$ cat config.mk
export PLATFORM = sky130hd
export DESIGN_NAME = melody_sequencer
export DESIGN_NICKNAME = d
export VERILOG_FILES = /design/src/rtl/melody_sequencer_pkg.sv /design/src/rtl/melody_sequencer_note_gap_timer.sv /design/src/rtl/melody_sequencer.sv
export SDC_FILE = /design/constraint.sdc
export NUM_CORES = 1
export LEC_CHECK = 0
export CAP_MARGIN = 20
export CORE_ASPECT_RATIO = 0.8
export CORE_MARGIN = 2
export CORE_UTILIZATION = 61
export CTS_CLUSTER_DIAMETER = 40
export CTS_CLUSTER_SIZE = 28
export DETAILED_ROUTE_END_ITERATION = 7
export PLACE_DENSITY = 0.84
export SYNTH_ARGS = -nofsm -noshare
export SYNTH_HDL_FRONTEND = slang
export SYNTH_HIERARCHICAL = 1
export SYNTH_SLANG_ARGS = --single-unit
$ cat constraint.sdc
create_clock -name clk_i -period 6.3 [get_ports clk_i]
set_clock_uncertainty 0.05 [all_clocks]
set_input_delay 1.26 -clock clk_i [delete_from_list [all_inputs] [get_ports clk_i]]
set_output_delay 1.26 -clock clk_i [all_outputs]
set_load 0.01 [all_outputs]
$ cat src/rtl/melody_sequencer_pkg.sv
// Shared definitions for the TinyTone melody sequencer: state encodings, tempo codes, gap defaults.
package melody_sequencer_pkg;

    typedef enum logic [1:0] {
        ST_IDLE = 2'd0,
        ST_NOTE = 2'd1,
        ST_GAP  = 2'd2,
        ST_DONE = 2'd3
    } seq_state_e;

    // tempo_sel codes: beats per note minus one
    localparam logic [1:0] TEMPO_1 = 2'd0;
    localparam logic [1:0] TEMPO_2 = 2'd1;
    localparam logic [1:0] TEMPO_3 = 2'd2;
    localparam logic [1:0] TEMPO_4 = 2'd3;

    // Default articulation gap is 19.2 periods of the 125-cycle PWM carrier (2400 cycles)
    localparam int unsigned PWM_PERIOD         = 125;
    localparam int unsigned DEFAULT_GAP_CYCLES = (PWM_PERIOD * 96) / 5;

    // Gap counter load value; a zero-length gap still costs one cycle
    function automatic int unsigned gap_load_value(input int unsigned gap_cycles);
        return (gap_cycles > 1) ? (gap_cycles - 1) : 0;
    endfunction

endpackage

$ cat src/rtl/melody_sequencer_note_gap_timer.sv
// Loadable down-counter that times the silent gap between notes; saturates at zero.
module note_gap_timer #(
    parameter int unsigned GAP_BW = 16
) (
    input  logic              clk_i,
    input  logic              rst,
    input  logic              load_i,
    input  logic [GAP_BW-1:0] load_val_i,
    input  logic              dec_i,
    output logic              zero_c
);

    logic [GAP_BW-1:0] cnt_q;
    logic [GAP_BW-1:0] cnt_d;

    always_comb begin
        cnt_d = cnt_q;
        if (load_i) begin
            cnt_d = load_val_i;
        end else if (dec_i && (cnt_q != '0)) begin
            cnt_d = cnt_q - GAP_BW'(1);
        end
    end

    always_ff @(posedge clk_i or posedge rst) begin
        if (rst) begin
            cnt_q <= '0;
        end else begin
            cnt_q <= cnt_d;
        end
    end

    assign zero_c = (cnt_q == '0);

endmodule

$ cat src/rtl/melody_sequencer.sv
// Playback controller: steps the notes-ROM index on beat strobes with play/stop/loop control,
// a latched note length and an articulation gap between notes.
module melody_sequencer
    import melody_sequencer_pkg::*;
#(
    parameter int unsigned IDX_BW     = 6,
    parameter int unsigned SEQ_LEN    = 64,
    parameter int unsigned GAP_BW     = 16,
    parameter int unsigned GAP_CYCLES = DEFAULT_GAP_CYCLES
) (
    input  logic              clk_i,
    input  logic              rst,
    input  logic              strb_i,
    input  logic              play_i,
    input  logic              stop_i,
    input  logic              loop_i,
    input  logic [1:0]        tempo_sel_i,
    output logic [IDX_BW-1:0] note_index_o,
    output logic              note_on_o,
    output logic              note_gate_o,
    output logic              playing_o,
    output logic              seq_done_o
);

    localparam logic [IDX_BW-1:0] LAST_IDX = IDX_BW'(SEQ_LEN - 1);
    localparam logic [GAP_BW-1:0] GAP_LOAD = GAP_BW'(gap_load_value(GAP_CYCLES));

    seq_state_e        state_q, state_d;
    logic [IDX_BW-1:0] index_q, index_d;
    logic [1:0]        beat_cnt_q, beat_cnt_d;
    logic [1:0]        len_q, len_d;
    logic              note_on_q, note_on_d;
    logic              gate_q, gate_d;
    logic              playing_q, playing_d;
    logic              seq_done_q, seq_done_d;

    logic              enter_note;
    logic              gap_load;
    logic              gap_dec;
    logic              gap_zero;

    note_gap_timer #(
        .GAP_BW (GAP_BW)
    ) u_gap_timer (
        .clk_i      (clk_i),
        .rst        (rst),
        .load_i     (gap_load),
        .load_val_i (GAP_LOAD),
        .dec_i      (gap_dec),
        .zero_c     (gap_zero)
    );

    // Next-state, datapath updates and registered output values
    always_comb begin
        state_d    = state_q;
        index_d    = index_q;
        beat_cnt_d = beat_cnt_q;
        len_d      = len_q;
        enter_note = 1'b0;
        gap_load   = 1'b0;
        gap_dec    = 1'b0;

        unique case (state_q)
            ST_IDLE: begin
                if (play_i && !stop_i) begin
                    state_d    = ST_NOTE;
                    index_d    = '0;
                    enter_note = 1'b1;
                end
            end
            ST_NOTE: begin
                if (stop_i) begin
                    state_d = ST_IDLE;
                end else if (strb_i) begin
                    if (beat_cnt_q == len_q) begin
                        state_d  = ST_GAP;
                        gap_load = 1'b1;
                    end else begin
                        beat_cnt_d = beat_cnt_q + 2'd1;
                    end
                end
            end
            ST_GAP: begin
                gap_dec = 1'b1;
                if (stop_i) begin
                    state_d = ST_IDLE;
                end else if (gap_zero) begin
                    if (index_q < LAST_IDX) begin
                        state_d    = ST_NOTE;
                        index_d    = index_q + IDX_BW'(1);
                        enter_note = 1'b1;
                    end else if (loop_i) begin
                        state_d    = ST_NOTE;
                        index_d    = '0;
                        enter_note = 1'b1;
                    end else begin
                        state_d = ST_DONE;
                    end
                end
            end
            ST_DONE: begin
                state_d = ST_IDLE;
            end
            default: begin
                state_d = ST_IDLE;
            end
        endcase

        // Note length is captured only on entry so mid-note tempo changes wait for the next note
        if (enter_note) begin
            beat_cnt_d = '0;
            len_d      = tempo_sel_i;
        end

        note_on_d  = enter_note;
        gate_d     = (state_d == ST_NOTE);
        playing_d  = (state_d == ST_NOTE) || (state_d == ST_GAP);
        seq_done_d = (state_d == ST_DONE);
    end

    always_ff @(posedge clk_i or posedge rst) begin
        if (rst) begin
            state_q    <= ST_IDLE;
            index_q    <= '0;
            beat_cnt_q <= '0;
            len_q      <= '0;
            note_on_q  <= 1'b0;
            gate_q     <= 1'b0;
            playing_q  <= 1'b0;
            seq_done_q <= 1'b0;
        end else begin
            state_q    <= state_d;
            index_q    <= index_d;
            beat_cnt_q <= beat_cnt_d;
            len_q      <= len_d;
            note_on_q  <= note_on_d;
            gate_q     <= gate_d;
            playing_q  <= playing_d;
            seq_done_q <= seq_done_d;
        end
    end

    assign note_index_o = index_q;
    assign note_on_o    = note_on_q;
    assign note_gate_o  = gate_q;
    assign playing_o    = playing_q;
    assign seq_done_o   = seq_done_q;

endmodule
==> impl_summary.md <==
Final layout
From synthesis to final layout, the design area changed by 17.7%. Of the cells placed in the final design, the portion with a size suffix greater than 1 is 0.0897. The number of nets in the layout is about 250. The final non-filler cell area is ~0.0022 mm^2. The number of antenna diodes is 0. Excluding fillers, the count of instances in the completed layout stands at between 200 and 300.

GRT
The maximum number of pins on one net before global-route repair is 23. The first global-routing pass estimated ~7300 um of wire. The via count of the first global-routing pass came to 1504. Summed over all layers, the global routing overflow is 0.

The initial antenna violation count is 0. In the global route stage, overall resource usage came out at 0.284.

Worst setup path
Across all register-to-register paths, the minimum setup slack is around 3.4 ns. The critical-path maximum fanout is 22. The most critical setup path has its startpoint at stop_i. STA classifies the critical path endpoint as a flop. By startpoint and endpoint, the worst setup path is classified as input pin to flop. The critical path contains buffers and inverters numbering 2 combined.

The total stage count of the critical path is 7. The largest stage delay on the critical path is around 0.63 ns. The capturing point of the worst reg2reg path is len_q[1].

At the worst endpoint, the required time is between 6 and 7 ns. The type of element launching the critical path is an input pin. The number of cells on the worst reg-to-reg path is 8. The cell family contributing the most delay on the critical path is simple AND/OR/NAND/NOR gates. The cell at the slowest stage of the critical path is sky130_fd_sc_hd__and3b_1.

Traced cell by cell, the critical path runs through clkdlybuf4s50_1, and4bb_2, and3b_1, inv_1, nand2_1, a21oi_1, a311o_1. The data arrival at the endpoint of the critical path is about 3.7 ns. The startpoint identified for the worst register-to-register timing path is u_gap_timer/cnt_q[0].

Floorplanning
In this run the standard cell core region covers 0.00285 mm^2. The count of standard-cell rows is 17. The number of top-level pins is 18. The die width is between 60 and 70 um. The die outline area is around 0.0035 mm^2. The y dimension of the die is ~54 um.

The effective utilization at floorplan is 0.658.

Synth
The summed instance area of the synthesized netlist is 0.00188 mm^2. Ranked by instance count, the synthesized netlist is headed by sky130_fd_sc_hd__dfrtp_1 (32), sky130_fd_sc_hd__nor2_1 (23), sky130_fd_sc_hd__nand2_1 (20). The number of flip-flops and latches in the synthesized netlist is 32. The cell type with the largest total area after synthesis is sky130_fd_sc_hd__dfrtp_1. During synthesis, Yosys emitted a total of 6 warnings. The register area share after synthesis is 0.427. A synthesized cell averages around 9.4 um^2. Among all flip-flop cells after synthesis, the most frequent one is sky130_fd_sc_hd__dfrtp_1. For this run, asynchronously set or reset flops after synthesis account for 1.00. In the post-synthesis netlist, the biggest area contributors are sky130_fd_sc_hd__dfrtp_1 (43%), sky130_fd_sc_hd__nor2_1 (4.6%), sky130_fd_sc_hd__nand2_1 (4.0%). Yosys instantiated no cell more often than sky130_fd_sc_hd__dfrtp_1.

The post-synthesis instance total is 200. The area share of the largest cell type after synthesis is 0.427. After synthesis, the netlist uses 53 different library cells. The number of flops mapped to enable cells by yosys is 0.

Drt
The number of search-and-repair iterations in the first detailed-routing pass is 4. After the first detailed-routing iteration, the DRC count stood at 210. The via density per instance is between 6 and 7. In the final routed layout, each cell accounts on average for 16.1 um. The DRC violations left is 0. Once detail routing completed, the nets flagged for antenna violations numbered 0. After detailed routing, the total wire length is between 4000 and 5000 um. The total number of vias is 1670.

CTS
TritonCTS built the clock tree. The CTS clock-pin slew for the worst setup and hold paths is 0.07 ns. The clock tree synthesis step divided the H-tree into 2 levels. Buffers added to address setup during post-CTS repair amount to 0.

The hold buffer count at cts is 0. The buffer depth of the longest clock path is 2. The total clock buffers created by CTS is 5. The insertion delay to the later sink of the worst-skew pair is 0.29 ns.

The number of clock sinks seen by CTS is 32. The quantity of gates resized following cts is 0. The cell at the root of the clock tree is sky130_fd_sc_hd__clkbuf_8.

Worst hold path
The tightest min-delay check is of the flop to flop type. The beginning of the worst hold path is note_index_o[4]. The path with the worst hold slack has its endpoint at note_index_o[4]. The cell depth of the worst hold path is 1.

STA
Setup violations remaining at the end of the flow were counted as 0. The final-report hold violation count is 0. The final setup slack of the worst path is 2.68 ns.

At the pin with the least slew margin, the transition time is ~0.7 ns. The aggregate negative setup slack is 0 ns. The share of the clock period used by the worst path is 0.574. Setup repair after global routing left no endpoint under its margin. The fmax is 0.277 GHz. The max-slew violation count was 0. The smallest clock period supported by the final layout is computed as 3.62 ns.

The relative slew slack is 0.532.

Placed design
Input and output buffers added on the ports amount to 17. The number of cells in the design after placement is 264. At the placement stage, the worst setup path has a slack of roughly 2.4 ns. After detailed placement, the total cell area comes to between 0.002 and 0.0025 mm^2. The estimated wirelength of the detail-placed design is 3090 um. At the end of routability-driven placement, the weighted congestion stood at 0.921.

Pwr
Cell internal power was estimated by the tool at about 0.00044 W. The relative contribution of combinational cells to total power is 0.261. Of the total power, registers draw 0.505. Of the total power, the share spent switching nets is 0.364. The switching power of the nets is 0.000251 W. The portion of total power attributed to the clock network is 0.234. Dividing total power by cell area gives a power density of roughly 310 mW/mm^2. The leakage power summed over all cells is 0.922 nW. The maximum resistive drop on vdd is 0.279 mV.

Outcome
The run finished with clean final reports.

Run
Across the run, the number of max-cap violations was 0.
==> worst reg2reg max path: cells and delay by family, from the launching register on <==
kind | cells | cell delay (ns)
simple gates | 3 | 1.32
flops | 1 | 0.40
mux | 1 | 0.32
fa+ha+maj | 1 | 0.27
compound gates | 1 | 0.25
buf+inv | 2 | 0.22
==> sequential cells by signal, summed over array words and instances (netlist names), 2 cells and up <==
signal             flops
u_gap_timer/cnt_q     16
note_index_o           6
beat_cnt_q             2
len_q                  2
state_q                2
==> power groups by stage <==
stage | clock, W | combinational [W] | sequential (W)
finish | 0.000162 | 0.000181 | 0.000349
global route | 0.000174 | 0.000203 | 0.000356
CTS | 0.000164 | 0.000177 | 0.000344
detailed placement | 0 | 0.000174 | 0.000347
global placement | 0 | 0.000164 | 0.000341
floorplan | 0 | 0.000136 | 0.000325
==> placed cells by master (no fill, tap or decap), types with 6 or more instances in the layout <==
cell type,instances
sky130_fd_sc_hd__dfrtp_1,32
sky130_fd_sc_hd__inv_1,10
sky130_fd_sc_hd__a21oi_1,8
sky130_fd_sc_hd__nand2_1,20
sky130_fd_sc_hd__nor3_1,6
sky130_fd_sc_hd__clkdlybuf4s50_1,17
sky130_fd_sc_hd__clkbuf_8,6
sky130_fd_sc_hd__nand4_1,7
sky130_fd_sc_hd__nor2_1,23
sky130_fd_sc_hd__o21ai_0,9
sky130_fd_sc_hd__conb_1,16
==> stage by stage <==
stage	utilization	hold slack, ns	power, W
floorplan	-	0.476	0.000461
global placement	0.744	0.487	0.000505
detailed placement	0.744	0.494	0.000521
CTS	0.775	0.503	0.000685
global route	0.775	0.529	0.000733
finish	0.775	0.508	0.000691
==> how the worst max path moves through the flow <==
stage,to
floorplan,len_q[0]
global placement,u_gap_timer/cnt_q[13]
detailed placement,u_gap_timer/cnt_q[13]
CTS,u_gap_timer/cnt_q[13]
global route,u_gap_timer/cnt_q[13]
finish,u_gap_timer/cnt_q[13]
==> layout make-up <==
type,instances,area (um^2)
multi-input cells,166,1060
flip-flops and latches,32,801
fillers,208,641
inverters,11,41.3
clock buffers,8,90.1
repair buffers,17,170
well taps,38,47.5
==> cells by family (layout without fill, tap and decap cells) <==
| family | count (synthesis) | count (layout) | share of synthesized area |
|---|---|---|---|
| adders and majority gates | 4 | 4 | 0.0267 |
| AOI/OAI and AO/OA | 43 | 43 | 0.161 |
| and+or+nand+nor | 90 | 90 | 0.271 |
| DFF | 32 | 32 | 0.427 |
| xor gates and xnor gates | 5 | 5 | 0.0233 |
| other | 2 | 16 | 0.00400 |
| buffers and inverters | 16 | 36 | 0.0367 |
| muxes | 8 | 8 | 0.0507 |
==> layer usage <==
layer	vias up	track usage	part of all wire
li1	797	-	-
met2	72	0.446	0.45
met1	792	0.385	0.45
met4	0	0.105	0.018
met5	-	0	0
met3	9	0.0732	0.073
Power figures use the tool's default switching activity.
